[src/rtl/lsu_pkg.sv]
// lsu_pkg: size and FSM state encodings shared by the load/store unit and its lane aligner.
package lsu_pkg;

   typedef enum logic [1:0] {
      SIZE_BYTE = 2'b00,
      SIZE_HALF = 2'b01,
      SIZE_WORD = 2'b10
   } size_e;

   typedef enum logic [1:0] {
      IDLE      = 2'b00,
      ACCESS    = 2'b01,
      WRITEBACK = 2'b10,
      RESP      = 2'b11
   } state_e;

   function automatic logic is_sub(input logic [1:0] size);
      return size == SIZE_BYTE || size == SIZE_HALF;
   endfunction

   // Size 2'b11 is a word, so anything that is not byte/half must be word aligned.
   function automatic logic misaligned(input logic [1:0] size, input logic [1:0] off);
      return (size == SIZE_HALF && off[0]) || (!is_sub(size) && off != 2'b00);
   endfunction

endpackage

[src/rtl/lsu_align.sv]
// lsu_align: big-endian lane extract/extend for loads and read-modify-write merge for sub-word stores.
module lsu_align
   import lsu_pkg::*;
#(
   parameter int width = 32
) (
   input  logic [1:0]       size,
   input  logic             sgn,
   input  logic [1:0]       off,
   input  logic [width-1:0] rword,
   input  logic [width-1:0] wdata,
   output logic [width-1:0] ldata,
   output logic [width-1:0] mdata
);

   logic [4:0]       sh;
   logic [7:0]       byte_l;
   logic [15:0]      half_l;
   logic [width-1:0] mask;

   // Offset 0 is the most significant lane, so the shift counts down from the top.
   always_comb begin
      sh     = size == SIZE_BYTE ? {~off, 3'b000} : {~off[1], 4'b0000};
      byte_l = 8'(rword >> sh);
      half_l = 16'(rword >> sh);
      ldata  = size == SIZE_BYTE ? {{(width-8){sgn & byte_l[7]}}, byte_l} :
               size == SIZE_HALF ? {{(width-16){sgn & half_l[15]}}, half_l} : rword;
      mask   = (size == SIZE_BYTE ? width'(8'hFF) : width'(16'hFFFF)) << sh;
      mdata  = (rword & ~mask) | ((wdata << sh) & mask);
   end

endmodule

[src/rtl/load_store_unit.sv]
// load_store_unit: single-outstanding CPU load/store engine onto a word-organised data memory.
// Define LSU_MISALIGN_TRAP_EN to answer misaligned half/word requests with resp_error instead of ignoring low bits.
module load_store_unit
   import lsu_pkg::*;
#(
   parameter int addresswidth = 32,
   parameter int width        = 32
) (
   input  logic                    clk,
   input  logic                    reset,
   input  logic                    req_valid,
   output logic                    req_ready,
   input  logic                    req_write,
   input  logic [1:0]              req_size,
   input  logic                    req_signed,
   input  logic [addresswidth-1:0] req_addr,
   input  logic [width-1:0]        req_wdata,
   output logic                    resp_valid,
   output logic [width-1:0]        resp_rdata,
   output logic                    resp_error,
   output logic [addresswidth-1:0] dataMemoryAddress,
   output logic                    dataMemorywriteEnable,
   output logic [width-1:0]        dataMemorydataIn,
   input  logic [width-1:0]        dataMemorydataOut
);

   state_e                  state_q, state_d;
   logic                    write_q, write_d, signed_q, signed_d;
   logic                    we_q, we_d, valid_q, valid_d, err_q, err_d;
   logic [1:0]              size_q, size_d, off_q, off_d;
   logic [addresswidth-1:0] addr_q, addr_d;
   logic [width-1:0]        din_q, din_d, rdata_q, rdata_d;
   logic [width-1:0]        ldata, mdata;
   logic                    accept, mis;

   lsu_align #(.width(width)) u_align (
      .size  (size_q),
      .sgn   (signed_q),
      .off   (off_q),
      .rword (dataMemorydataOut),
      .wdata (din_q),
      .ldata (ldata),
      .mdata (mdata)
   );

`ifdef LSU_MISALIGN_TRAP_EN
   assign mis        = misaligned(req_size, req_addr[1:0]);
   assign resp_error = err_q;
`else
   assign mis        = 1'b0;
   assign resp_error = 1'b0;
`endif

   assign req_ready             = state_q == IDLE && !reset;
   assign accept                = req_valid && req_ready;
   assign resp_valid            = valid_q;
   assign resp_rdata            = rdata_q;
   assign dataMemoryAddress     = addr_q;
   assign dataMemorydataIn      = din_q;
   assign dataMemorywriteEnable = we_q && !reset;

   always_comb begin
      state_d  = state_q;
      write_d  = write_q;
      signed_d = signed_q;
      size_d   = size_q;
      off_d    = off_q;
      addr_d   = addr_q;
      din_d    = din_q;
      rdata_d  = rdata_q;
      we_d     = 1'b0;
      valid_d  = 1'b0;
      err_d    = 1'b0;
      case (state_q)
         IDLE: if (accept) begin
            write_d  = req_write;
            signed_d = req_signed;
            size_d   = req_size;
            off_d    = req_addr[1:0];
            addr_d   = {req_addr[addresswidth-1:2], 2'b00};
            din_d    = req_wdata;
            state_d  = mis ? RESP : ACCESS;
            valid_d  = mis;
            err_d    = mis;
            rdata_d  = mis ? '0 : rdata_q;
            we_d     = !mis && req_write && !is_sub(req_size);
         end
         ACCESS: if (write_q && is_sub(size_q)) begin
            state_d = WRITEBACK;
            we_d    = 1'b1;
            din_d   = mdata;
         end else begin
            state_d = RESP;
            valid_d = 1'b1;
            rdata_d = write_q ? rdata_q : ldata;
         end
         WRITEBACK: begin
            state_d = RESP;
            valid_d = 1'b1;
         end
         default: state_d = IDLE;
      endcase
   end

   always_ff @(posedge clk) begin
      if (reset) begin
         state_q  <= IDLE;
         write_q  <= 1'b0;
         signed_q <= 1'b0;
         size_q   <= 2'b00;
         off_q    <= 2'b00;
         addr_q   <= '0;
         din_q    <= '0;
         rdata_q  <= '0;
         we_q     <= 1'b0;
         valid_q  <= 1'b0;
         err_q    <= 1'b0;
      end else begin
         state_q  <= state_d;
         write_q  <= write_d;
         signed_q <= signed_d;
         size_q   <= size_d;
         off_q    <= off_d;
         addr_q   <= addr_d;
         din_q    <= din_d;
         rdata_q  <= rdata_d;
         we_q     <= we_d;
         valid_q  <= valid_d;
         err_q    <= err_d;
      end
   end

endmodule
[config.mk]
export PLATFORM = sky130hd
export DESIGN_NAME = load_store_unit
export DESIGN_NICKNAME = d
export VERILOG_FILES = /design/src/rtl/lsu_pkg.sv /design/src/rtl/lsu_align.sv /design/src/rtl/load_store_unit.sv
export SDC_FILE = /design/constraint.sdc
export NUM_CORES = 1
export LEC_CHECK = 0
export BUFFER_PORTS_ARGS = -buffer_cell sky130_fd_sc_hd__buf_2
export CORE_MARGIN = 1
export CORE_UTILIZATION = 50
export DETAILED_ROUTE_END_ITERATION = 7
export PLACE_DENSITY_LB_ADDON = 0.1
export SLEW_MARGIN = 20
export SYNTH_ARGS = -nofsm -noshare
export SYNTH_HDL_FRONTEND = slang
export SYNTH_SLANG_ARGS = --single-unit
[constraint.sdc]
create_clock -name clk -period 5.6 [get_ports clk]
set_clock_uncertainty 0.05 [all_clocks]
set_input_delay 0.28 -clock clk [delete_from_list [all_inputs] [get_ports clk]]
set_output_delay 0.28 -clock clk [all_outputs]
set_load 0.02 [all_outputs]
==> summary.txt, run 1 <==
Drt
  – Vias after detailed routing: slightly above 5000
  – Number of nets still failing antenna checks after routing: 0
  – Detailed-route vias per instance: ~5.7
  – Total met3 wirelength after detailed routing: 1.38 mm
  – Starting DRC count in detailed routing: ~320
  – Sum of routed wire length over all layers: ~15 mm
  – Wire length per cell: 16.7 µm
  – Metal-1 WL: between 6 and 7 mm
  – Detailed-routing iteration count for the pre-antenna-repair pass: 5
  – Uppermost signal routing layer after detailed routing: met4
  – Remaining design rule violation count: 0
  – Routed length on met2: between 7 and 8 mm

Worst setup path
  – Worst Setup Path Type: register to register
  – Endpoint class of the critical path: register
  – Worst-case reg-to-reg path depth: 7
  – Launching point of the worst reg2reg path: state_q[1]
  – Crit path required time: roughly 5.8 ns
  – Setup slack of the worst register-to-register path: around 2.5 ns
  – Highest fanout seen on the critical path: 40
  – Reg-to-reg endpoint: dataMemorydataIn[14]
  – Startpoint kind of the worst setup timing path: register
  – CP arrival: ~3.3 ns

Logic synthesis
  – Cell type with the largest total area after synthesis: sky130_fd_sc_hd__dfxtp_1
  – Compound-gate portion of the synthesized area: 27.9%
  – Area share of the leading cell type in the synthesized netlist: approximately two fifths
  – Distinct cell type count after synthesis: 44
  – Number of synthesized register bits: around 100
  – Mux cell area share after synthesis: under 10%
  – Dominant combinational cell family by area after synthesis: compound AO/OA/AOI/OAI gates
  – Synth Instances: 588
  – Synth Area in Adders: roughly 1.0%
  – Mean Syn Cell Area: roughly 8.5 µm²
  – Register area share after synthesis: about two fifths
  – Biggest area contributors in the synthesized netlist: sky130_fd_sc_hd__dfxtp_1 (42%), sky130_fd_sc_hd__nand2_1 (7.0%), sky130_fd_sc_hd__a21oi_1 (5.6%), sky130_fd_sc_hd__a211oi_1 (4.5%), sky130_fd_sc_hd__mux2i_1 (4.4%)
  – Area share of xor/xnor cells in the synthesized design: 0%
  – Simple-gate portion of the synthesized area: between 10% and 20%
  – Total of warnings raised by yosys: 0
  – Mapped Area: between 0.005 and 0.006 mm²

Timing
  – Worst Tran Pin Value: between 0.8 and 0.9 ns
  – Unrepaired setup endpoints after global routing: false
  – Hold Fails Final Rpt: 0
  – Final critical-path setup slack: approximately 2.5 ns
  – Final hold slack: about 0.077 ns
  – Final Max Slew Viols: 0
  – Slew margin rel.: a little over two fifths
  – Final-report setup violation count: 0
  – Setup TNS: 0 ns
  – Part of the cycle the worst path needs: approximately 56%
  – Time the final worst path needs with I/O delays and setup: approximately 3.1 ns
  – Fmax: about 320 MHz

GRT
  – Global-route wire length before repair: approximately 23 mm
  – GR Overflow Total: 0
  – Initial antenna violation count: 0
  – All-Layer GR Usage: 28.5%
  – Pin count of the biggest net entering global routing: 63
  – Via count of the first global-routing pass: roughly 4500

Cells and area
  – Nets: roughly 860
  – Combined area of the multi-input logic cells: between 0.002 and 0.003 mm²
  – Footprint of the flip-flops and latches: about 0.0021 mm²
  – Area grow syn2layout: 22.6%
  – Diode count: 0
  – Fill count: around 920
  – Layout cells sized above 1: a little under a third

Pwr
  – Static Leakage: 2.65 nW
  – Total power divided by cell area: about 550 mW/mm²
  – Worst VDD drop: between 0.0002 and 0.0003 V

Min path
  – Startpoint of the tightest hold check path: req_addr[7]
  – Destination of the worst hold path: dataMemoryAddress[7]
  – Worst hold path stage count: 3
  – Worst min path class: input pin to register

Place
  – Port Buf Inserts: about 200
  – Half-perimeter wire length after placement: around 11 mm
  – RePlAce Congestion: just under 0.9
  – Placement Setup Slack: 2.48 ns

Clock network
  – Clock transition at path regs: approximately 0.11 ns
  – Num CTS Buffers: 9
  – Quantity of hold-fixing buffers added after cts: 0
  – H-tree levels: 3
  – Root buffer cell: sky130_fd_sc_hd__clkbuf_8
  – Post-cts repair resize count: 0
  – TritonCTS clock tree: built
  – Clock Sink Count: roughly 100
  – Max clock buf depth: 2
  – Clock latency at the later pin of the worst-skew pair: 0.37 ns
  – Setup repair bufs after CTS: 0

Run status
  – Run status: completed

Floorplanning
  – Std-Cell Core Area: 0.00973 mm²
  – Standard-cell row count: 36
  – Horizontal die dimension: slightly above 100 µm
  – Starting utilization of the core area: roughly 50%
  – I/O pin count: between 200 and 250
  – Die outline area: ~0.010 mm²
  – Die H: 102 µm

Run
  – Number of violations of the max-capacitance limit: 0
-- through the flow --
| step | total power, mW | instance area [µm²] | std cells | utilization (%) |
|---|---|---|---|---|
| 3_5_place_dp | 2.91 | 5940 | 871 | 61.0 |
| 2_1_floorplan | 2.44 | 5010 | 590 | - |
| 5_1_grt | 3.62 | 6130 | 887 | 63.0 |
| 4_1_cts | 3.36 | 6130 | 887 | 63.0 |
| 6_report | 3.37 | 6130 | 887 | 63.0 |
| 3_3_place_gp | 2.86 | 5940 | 871 | 61.0 |
-- report_power, final --
part / switching, mW / internal [mW] / total [mW]
sequential: 0.177 / 0.980 / 1.16
combinational: 1.13 / 0.620 / 1.75
clock: 0.280 / 0.181 / 0.461
-- worst max-delay path: stages, from the launching register on --
cell	delay, ns
sky130_fd_sc_hd__dfxtp_1	0.35
sky130_fd_sc_hd__inv_1	0.08
sky130_fd_sc_hd__ha_2	0.51
sky130_fd_sc_hd__buf_4	0.45
sky130_fd_sc_hd__nor2_1	0.16
sky130_fd_sc_hd__a21oi_2	0.60
sky130_fd_sc_hd__and2_1	0.59
sky130_fd_sc_hd__a311oi_1	0.19
-- cell usage in the layout (no fill, tap or decap), types with 2 or more instances in the layout --
cell type / instances
sky130_fd_sc_hd__buf_2: 199
sky130_fd_sc_hd__dfxtp_1: 104
sky130_fd_sc_hd__nand2_1: 93
sky130_fd_sc_hd__a21oi_1: 56
sky130_fd_sc_hd__nor2_1: 46
sky130_fd_sc_hd__a211oi_1: 30
sky130_fd_sc_hd__mux2i_1: 22
sky130_fd_sc_hd__nand2b_1: 20
sky130_fd_sc_hd__o21ai_0: 20
sky130_fd_sc_hd__o221ai_1: 16
sky130_fd_sc_hd__a311oi_1: 16
sky130_fd_sc_hd__o2bb2ai_1: 16
sky130_fd_sc_hd__o21ai_1: 14
sky130_fd_sc_hd__a22o_1: 11
sky130_fd_sc_hd__nand3_1: 11
sky130_fd_sc_hd__clkbuf_8: 10
sky130_fd_sc_hd__a22oi_1: 8
sky130_fd_sc_hd__and3_1: 8
sky130_fd_sc_hd__buf_4: 5
sky130_fd_sc_hd__mux4_2: 4
sky130_fd_sc_hd__inv_1: 3
sky130_fd_sc_hd__nor2b_1: 3
sky130_fd_sc_hd__a221oi_1: 3
sky130_fd_sc_hd__a21oi_2: 3
sky130_fd_sc_hd__ha_1: 3
sky130_fd_sc_hd__conb_1: 3
sky130_fd_sc_hd__clkinv_4: 3
sky130_fd_sc_hd__inv_2: 2
sky130_fd_sc_hd__or3_1: 2
-- cells in the mapped netlist (all sizes together) --
| cell type | count |
|---|---|
| a21oi | 59 |
| buf | 33 |
| o211ai | 1 |
| a311oi | 16 |
| o221ai | 16 |
| mux4 | 4 |
| a22oi | 8 |
| o21ai | 35 |
| nand3 | 11 |
| mux2i | 22 |
| a211oi | 31 |
| a41oi | 1 |
| nor2b | 4 |
| nor3 | 2 |
| a221oi | 4 |
| conb | 1 |
| or2 | 1 |
| and3 | 8 |
| nor2 | 46 |
| ha | 4 |
| a22o | 11 |
| and2 | 2 |
| o2bb2ai | 16 |
| a2111oi | 1 |
| inv | 5 |
| dfxtp | 104 |
| nor3b | 1 |
| nand2b | 21 |
| or3 | 2 |
| nand2 | 94 |
| clkbuf | 23 |
| a31oi | 1 |
-- worst max-delay path by stage --
stage,slack [ns],depth (start not counted),startpoint,to
floorplan,3.76,9,state_q[0],register
global placement,2.60,6,state_q[1],resp_rdata[6]
detailed placement,2.48,6,state_q[1],resp_rdata[6]
CTS,2.47,6,state_q[1],resp_rdata[6]
global route,2.18,7,state_q[1],dataMemorydataIn[12]
finish,2.46,7,state_q[1],dataMemorydataIn[14]
-- cell families (layout without fill, tap and decap cells) --
logic type      after synthesis  in the layout
compound gates              200            200
fa+ha+maj                     4              4
buf+inv                      61            225
mux                          26             26
simple gates                192            192
flops                       104            104
other cells                   1              3
-- metal layers --
metal | track usage [%] | up-vias
met1 | 36.5 | 2345
met4 | 8.57 | 0
met5 | 0 | -
li1 | - | 2447
met3 | 6.63 | 19
met2 | 47.8 | 263
-- layout make-up --
class,instances,area share [%]
multi-input cells,425,43.1
inverters,5,0.306
repair buffers,204,16.9
clock buffers,10,2.24
well taps,133,2.71
clock inverters,6,0.837
flip-flops and latches,104,34.0
No activity file was read; power rests on OpenSTA's default activity.
==> inputs of run 2 (changes only) <==
--- a/config.mk
+++ b/config.mk
@@ -7,7 +7,7 @@
 export LEC_CHECK = 0
 export BUFFER_PORTS_ARGS = -buffer_cell sky130_fd_sc_hd__buf_2
 export CORE_MARGIN = 1
-export CORE_UTILIZATION = 50
+export CORE_UTILIZATION = 49
 export DETAILED_ROUTE_END_ITERATION = 7
 export PLACE_DENSITY_LB_ADDON = 0.1
 export SLEW_MARGIN = 20
==> constraint.sdc (replaced) <==
create_clock -name clk -period 2.97 [get_ports clk]
set_clock_uncertainty 0.05 [all_clocks]
set_input_delay 0.1485 -clock clk [delete_from_list [all_inputs] [get_ports clk]]
set_output_delay 0.1485 -clock clk [all_outputs]
set_load 0.02 [all_outputs]
==> run 2 against run 1 <==
Effect of this change: largest cell class unchanged; register-to-register slack lost 1.9 ns; via count grew 5.0%; critical path type unchanged; largest power group unchanged; total power grew 93%; sequential cell count is the same; hold slack lost 0.078 ns; core utilization grew 5.2 points; fmax grew 31%; the flow now finishes with violations (hold timing); sequential share of layout area shrank 2.9 points; first-iteration DRC count grew 3.8%.
==> summary.txt, run 2 (same netlist as run 1, synthesis figures left out) <==
GRT
  – GR Overflow Total: 0 (unchanged)
  – Pin count of the biggest net entering global routing: 56 (was 63)
  – All-Layer GR Usage: 30.1% (was 28.5%)
  – Via count of the first global-routing pass: 4877 (was 4517)
  – Initial antenna violation count: 0 (unchanged)
  – Global-route wire length before repair: 24.3 mm (was 23.2 mm)

Floorplanning
  – Std-Cell Core Area: 0.00982 mm² (was 0.00973 mm²)
  – Die H: 103 µm (was 102 µm)
  – Starting utilization of the core area: 50.9% (was 51.4%)
  – I/O pin count: 203 (unchanged)
  – Standard-cell row count: 36 (unchanged)
  – Die outline area: 0.0106 mm² (was 0.0104 mm²)
  – Horizontal die dimension: 103 µm (was 102 µm)

Drt
  – Vias after detailed routing: 5329 (was 5074)
  – Wire length per cell: 16.9 µm (was 16.7 µm)
  – Number of nets still failing antenna checks after routing: 0 (unchanged)
  – Detailed-routing iteration count for the pre-antenna-repair pass: 5 (unchanged)
  – Detailed-route vias per instance: 5.64 (was 5.72)
  – Remaining design rule violation count: 0 (unchanged)
  – Sum of routed wire length over all layers: 16.0 mm (was 14.8 mm)
  – Starting DRC count in detailed routing: 328 (was 316)

Cells and area
  – Layout cells sized above 1: 30.4% (was 32.0%)
  – Area grow syn2layout: 33.9% (was 22.6%)
  – Nets: 914 (was 856)
  – Footprint of the flip-flops and latches: 0.00208 mm² (unchanged)
  – Leading cell type in the layout, fill and taps excluded: sky130_fd_sc_hd__buf_2 (unchanged)
  – Fill count: 835 (was 924)
  – Highest-count cells in the layout ignoring fill and taps: sky130_fd_sc_hd__buf_2 (199), sky130_fd_sc_hd__dfxtp_1 (104), sky130_fd_sc_hd__nand2_1 (93) (unchanged)
  – Combined area of the multi-input logic cells: 0.00264 mm² (about the same)
  – Diode count: 0 (unchanged)

Timing
  – Final-report setup violation count: 0 (unchanged)
  – Final Max Slew Viols: 0 (unchanged)
  – Final hold slack: -0.00174 ns (was 0.0767 ns)
  – Worst Tran Pin Value: 0.758 ns (was 0.873 ns)
  – Unrepaired setup endpoints after global routing: false (unchanged)
  – Slew margin rel.: 49.3% (was 41.6%)
  – Part of the cycle the worst path needs: 80.8% (was 56.2%)
  – Setup TNS: 0 ns (unchanged)
  – Fmax: 417 MHz (was 318 MHz)
  – Hold Fails Final Rpt: 1 (was 0)
  – Time the final worst path needs with I/O delays and setup: 2.40 ns (was 3.14 ns)

Clock network
  – Post-cts repair resize count: 0 (unchanged)
  – Clock latency at the later pin of the worst-skew pair: 0.37 ns (about the same)
  – Max clock buf depth: 2 (unchanged)
  – Clock transition at path regs: 0.11 ns (about the same)
  – Root buffer cell: sky130_fd_sc_hd__clkbuf_8 (unchanged)
  – Num CTS Buffers: 9 (unchanged)
  – TritonCTS clock tree: built (unchanged)
  – H-tree levels: 3 (unchanged)
  – Clock Sink Count: 104 (unchanged)

Worst setup path
  – Chain of cells forming the critical path: inv_1 > ha_2 > nand2b_1 > a31oi_2 > a211oi_1 (was inv_1 > ha_2 > buf_4 > nor2_1 > a21oi_2 > and2_1 > a311oi_1)
  – Crit path max-delay cell type: sky130_fd_sc_hd__a31oi_2 (was sky130_fd_sc_hd__a21oi_2)
  – Crit path required time: 3.14 ns (was 5.77 ns)
  – Startpoint kind of the worst setup timing path: register (unchanged)
  – CP arrival: 2.57 ns (was 3.31 ns)
  – Slowest stage delay, CP: 0.68 ns (was 0.60 ns)
  – Worst Setup Path Type: register to register (unchanged)
  – Highest fanout seen on the critical path: 30 (was 40)
  – Kind of cell adding the most delay to the critical path: compound AO/OA/AOI/OAI gates (unchanged)
  – Worst path buffer plus inverter count: 1 (was 2)
  – Worst-case reg-to-reg path depth: 5 (was 7)
  – Setup slack of the worst register-to-register path: 0.57 ns (was 2.46 ns)
  – Endpoint class of the critical path: register (unchanged)
  – Stages on the worst setup path: 5 (was 7)

Pwr
  – Total power: 6.50 mW (was 3.37 mW)
  – Clock power share: 14.1% (was 13.7%)
  – Net switching share of the total power: 46.2% (was 47.1%)
  – Static Leakage: 2.91 nW (was 2.65 nW)
  – Total net switching power: 3.01 mW (was 1.58 mW)
  – Worst VDD drop: 0.000629 V (was 0.000253 V)
  – Total power divided by cell area: 971 mW/mm² (was 549 mW/mm²)
  – Power share of the combinational group: 52.1% (was 51.9%)
  – Internal: 3.50 mW (was 1.78 mW)
  – Share of total power in sequential cells: 33.8% (was 34.4%)

Min path
  – Worst min path class: input pin to register (unchanged)
  – Worst hold path stage count: 3 (unchanged)

Place
  – RePlAce Congestion: 0.932 (was 0.867)
  – Port Buf Inserts: 199 (unchanged)
  – Half-perimeter wire length after placement: 11.3 mm (was 11.0 mm)

Run status
  – Run status: finished, violations left (was completed)
  – Failing checks: hold timing

Run
  – Number of violations of the max-capacitance limit: 0 (unchanged)
==> run 2: changes by cell type in the layout (fill, tap and decap cells not counted) <==
| cell | delta |
|---|---|
| sky130_fd_sc_hd__inv_8 | -1 |
| sky130_fd_sc_hd__and2_1 | +1 |
| sky130_fd_sc_hd__clkbuf_8 | -1 |
| sky130_fd_sc_hd__inv_6 | +3 |
| sky130_fd_sc_hd__nor2b_2 | +1 |
| sky130_fd_sc_hd__buf_4 | +7 |
| sky130_fd_sc_hd__clkinv_2 | +1 |
| sky130_fd_sc_hd__dlygate4sd3_1 | +51 |
| sky130_fd_sc_hd__clkinv_4 | -3 |
| sky130_fd_sc_hd__and2_2 | -1 |
| sky130_fd_sc_hd__bufinv_16 | +1 |
| sky130_fd_sc_hd__nor2b_4 | -1 |
==> run 2: worst paths after layout <==
check / from / end
max: state_q[1] / resp_rdata[26]
min: req_wdata[20] / register
min reg2reg: dataMemoryAddress[30] / dataMemoryAddress[30]
max reg2reg: state_q[1] / resp_rdata[26]
==> run 2: final cells by class <==
class | instances | area share, %
inverters | 5 | 0.280
repair buffers | 262 | 23.8
flip-flops and latches | 104 | 31.1
multi-input cells | 425 | 39.4
clock buffers | 9 | 1.85
clock inverters | 7 | 1.12
well taps | 133 | 2.48
==> run 2: metrics by stage <==
| step | instance area, µm² | instances | utilization [%] | worst slack [ns] |
|---|---|---|---|---|
| 3_5_place_dp | 5990 | 878 | 61.0 | 0.558 |
| 3_3_place_gp | 5990 | 878 | 61.0 | 0.682 |
| 6_report | 6700 | 945 | 68.2 | 0.570 |
| 4_1_cts | 6620 | 937 | 67.4 | 0.585 |
| 5_1_grt | 6700 | 945 | 68.2 | 0.354 |
| 2_1_floorplan | 5010 | 590 | - | 1.13 |
==> run 2: power groups by stage <==
stage	logic (mW)	registers (mW)	clock network [mW]
floorplan	1.98	2.63	0
global placement	3.25	2.20	0
detailed placement	3.31	2.22	0
CTS	3.36	2.19	0.924
global route	3.72	2.25	0.997
finish	3.39	2.20	0.920
==> run 2: repair_timing <==
item                                   in CTS  in global routing
hold buffers                               43                  8
endpoints found under the hold margin      43                  8
buffers inserted                            0                  0
==> run 2: layer usage <==
metal / wire length [µm] / GRT usage (%) / vias up
met4: 308 / 9.53 / 0
met5: 0 / 0 / -
met1: 6500 / 37.7 / 2495
li1: - / - / 2560
met2: 7860 / 50.6 / 247
met3: 1320 / 7.73 / 27
==> run 2: tightest hold or removal path: cells and delay by family <==
kind,cells,cell delay (ns)
compound gates,2,0.16
buf+inv,1,0.09
==> inputs of run 3 (changes only) <==
==> constraint.sdc (replaced) <==
create_clock -name clk -period 2.47 [get_ports clk]
set_clock_uncertainty 0.05 [all_clocks]
set_input_delay 0.1235 -clock clk [delete_from_list [all_inputs] [get_ports clk]]
set_output_delay 0.1235 -clock clk [all_outputs]
set_load 0.02 [all_outputs]
==> run 3 against run 2 <==
Effect of this change: cell count rose by 3.0%; sequential share of layout area shrank 1.1 points; hold slack gained 0.0080 ns; the flow now finishes without violations; via count rose by 3.2%.
==> summary.txt, run 3 (same netlist as run 1, synthesis figures left out) <==
Run status
  – Run status: completed (was finished, violations left)

Cells and area
  – Post-route cell area: 0.00696 mm² (was 0.00670 mm²)
  – Highest-count cells in the layout ignoring fill and taps: sky130_fd_sc_hd__buf_2 (199), sky130_fd_sc_hd__dfxtp_1 (104), sky130_fd_sc_hd__nand2_1 (93) (unchanged)
  – Leading cell type in the layout, fill and taps excluded: sky130_fd_sc_hd__buf_2 (unchanged)
  – Area grow syn2layout: 39.0% (was 33.9%)
  – Layout cells sized above 1: 29.9% (was 30.4%)
  – Nets: 942 (was 914)
  – Final std cells w/o fill: 973 (was 945)
  – Diode count: 0 (unchanged)

Floorplanning
  – Starting utilization of the core area: 50.9% (unchanged)
  – Standard-cell row count: 36 (unchanged)
  – Horizontal die dimension: 103 µm (unchanged)
  – Die outline area: 0.0106 mm² (unchanged)
  – I/O pin count: 203 (unchanged)
  – Std-Cell Core Area: 0.00982 mm² (unchanged)
  – Die H: 103 µm (unchanged)

Drt
  – Wire length per cell: 17.1 µm (was 16.9 µm)
  – Sum of routed wire length over all layers: 16.6 mm (was 16.0 mm)
  – Remaining design rule violation count: 0 (unchanged)
  – Number of nets still failing antenna checks after routing: 0 (unchanged)
  – Detailed-route vias per instance: 5.65 (was 5.64)
  – Detailed-routing iteration count for the pre-antenna-repair pass: 5 (unchanged)
  – Vias after detailed routing: 5498 (was 5329)
  – Starting DRC count in detailed routing: 294 (was 328)

Timing
  – Final-report setup violation count: 0 (unchanged)
  – Final critical-path setup slack: 0.322 ns (was 0.570 ns)
  – Part of the cycle the worst path needs: 86.9% (was 80.8%)
  – Unrepaired setup endpoints after global routing: false (unchanged)
  – Hold Fails Final Rpt: 0 (was 1)
  – Worst Tran Pin Value: 0.803 ns (was 0.758 ns)
  – Setup TNS: 0 ns (unchanged)
  – Final Max Slew Viols: 0 (unchanged)
  – Time the final worst path needs with I/O delays and setup: 2.15 ns (was 2.40 ns)
  – Slew margin rel.: 46.3% (was 49.3%)
  – Fmax: 466 MHz (was 417 MHz)

Clock network
  – Max clock buf depth: 2 (unchanged)
  – H-tree levels: 3 (unchanged)
  – Clock latency at the later pin of the worst-skew pair: 0.38 ns (was 0.37 ns)
  – Clock Sink Count: 104 (unchanged)
  – Num CTS Buffers: 9 (unchanged)
  – TritonCTS clock tree: built (unchanged)
  – Root buffer cell: sky130_fd_sc_hd__clkbuf_8 (unchanged)
  – Clock transition at path regs: 0.11 ns (about the same)

Worst setup path
  – Worst setup path start: off_q[1] (was state_q[1])
  – Startpoint kind of the worst setup timing path: register (unchanged)
  – Slowest stage delay, CP: 0.59 ns (was 0.68 ns)
  – Highest fanout seen on the critical path: 28 (was 30)
  – Worst Setup Path Type: register to register (unchanged)
  – Launching point of the worst reg2reg path: off_q[1] (was state_q[1])
  – Crit path required time: 2.70 ns (was 3.14 ns)
  – Endpoint class of the critical path: register (unchanged)
  – Crit path max-delay cell type: sky130_fd_sc_hd__dfxtp_1 (was sky130_fd_sc_hd__a31oi_2)
  – CP arrival: 2.37 ns (was 2.57 ns)
  – Chain of cells forming the critical path: buf_4 > inv_2 > a21oi_2 > o221ai_1 > a311oi_1 (was inv_1 > ha_2 > nand2b_1 > a31oi_2 > a211oi_1)

Min path
  – Worst min path class: input pin to register (unchanged)
  – Startpoint of the tightest hold check path: dataMemorydataOut[25] (was req_wdata[20])

Pwr
  – Worst VDD drop: 0.000553 V (was 0.000629 V)
  – Static Leakage: 3.02 nW (was 2.91 nW)
  – Total power divided by cell area: 1130 mW/mm² (was 971 mW/mm²)

GRT
  – Pin count of the biggest net entering global routing: 67 (was 56)
  – All-Layer GR Usage: 31.1% (was 30.1%)
  – Via count of the first global-routing pass: 5149 (was 4877)
  – Global-route wire length before repair: 25.4 mm (was 24.3 mm)
  – Initial antenna violation count: 0 (unchanged)
  – GR Overflow Total: 0 (unchanged)

Place
  – Placement Setup Slack: 0.341 ns (was 0.558 ns)
  – Post-detailed-placement cell area: 0.00602 mm² (was 0.00599 mm²)
  – RePlAce Congestion: 0.977 (was 0.932)
  – # placed instances: 882 (was 878)
  – Port Buf Inserts: 199 (unchanged)
  – Half-perimeter wire length after placement: 11.3 mm (about the same)

Run
  – Number of violations of the max-capacitance limit: 0 (unchanged)
-- run 3: cell types whose count changed in the layout (fill, tap and decap cells not counted) --
cell	previous run	this run
sky130_fd_sc_hd__inv_6	4	2
sky130_fd_sc_hd__bufinv_16	1	0
sky130_fd_sc_hd__inv_8	0	2
sky130_fd_sc_hd__buf_4	12	16
sky130_fd_sc_hd__clkinv_2	2	1
sky130_fd_sc_hd__clkinv_4	0	1
sky130_fd_sc_hd__dlygate4sd3_1	51	75
sky130_fd_sc_hd__clkinvlp_4	0	1
-- run 3: critical path, delay by kind of cell (launching register included) --
family	cells	cell delay (ns)
buffers and inverters	2	0.58
flip-flops	1	0.59
AO/OA/AOI/OAI	3	0.82
-- run 3: cell type report --
class	count	area, µm²
clock buffer	9	124
multi-input combinational	425	2640
clock inverter	7	61.3
sequential	104	2080
tap	133	166
timing repair buffer	290	1870
inverter	5	18.8
fill	821	2860
-- run 3: per-layer routing --
layer | up-vias | part of all wire (%) | global-route usage, %
met2 | 263 | 49 | 52.7
met3 | 54 | 8.0 | 6.92
li1 | 2619 | - | -
met5 | - | 0 | 0
met4 | 0 | 3.5 | 15.1
met1 | 2562 | 40 | 37.2
-- run 3: stage by stage --
| stage | power (mW) | util, % | hold slack (ns) |
|---|---|---|---|
| 6_report | 7.84 | 70.8 | 0.00623 |
| 3_5_place_dp | 6.71 | 61.3 | 0.319 |
| 3_3_place_gp | 6.60 | 61.3 | 0.313 |
| 2_1_floorplan | 5.54 | - | 0.209 |
| 4_1_cts | 7.82 | 70.8 | 0.000384 |
| 5_1_grt | 8.36 | 70.8 | 0.00275 |
-- run 3: path summary, 6_finish.rpt --
check                           slack [ns]  depth (start not counted)               endpoint
worst max register to register        0.32                          5   dataMemorydataIn[10]
worst max-delay path                  0.32                          5   dataMemorydataIn[10]
worst min-delay path                 0.006                          3         resp_rdata[25]
worst min register to register        0.41                          2  dataMemoryAddress[30]
-- run 3: repair_timing --
action,CTS,global route
hold endpoints to repair,76,0
setup buffers,0,0
gates resized for setup,0,0
hold buffers,75,0
-- run 3: power by group --
part	switching, mW	internal (mW)	total (mW)
sequential	0.378	2.22	2.60
combinational	2.66	1.56	4.21
clock	0.641	0.388	1.03
total	3.67	4.17	7.84
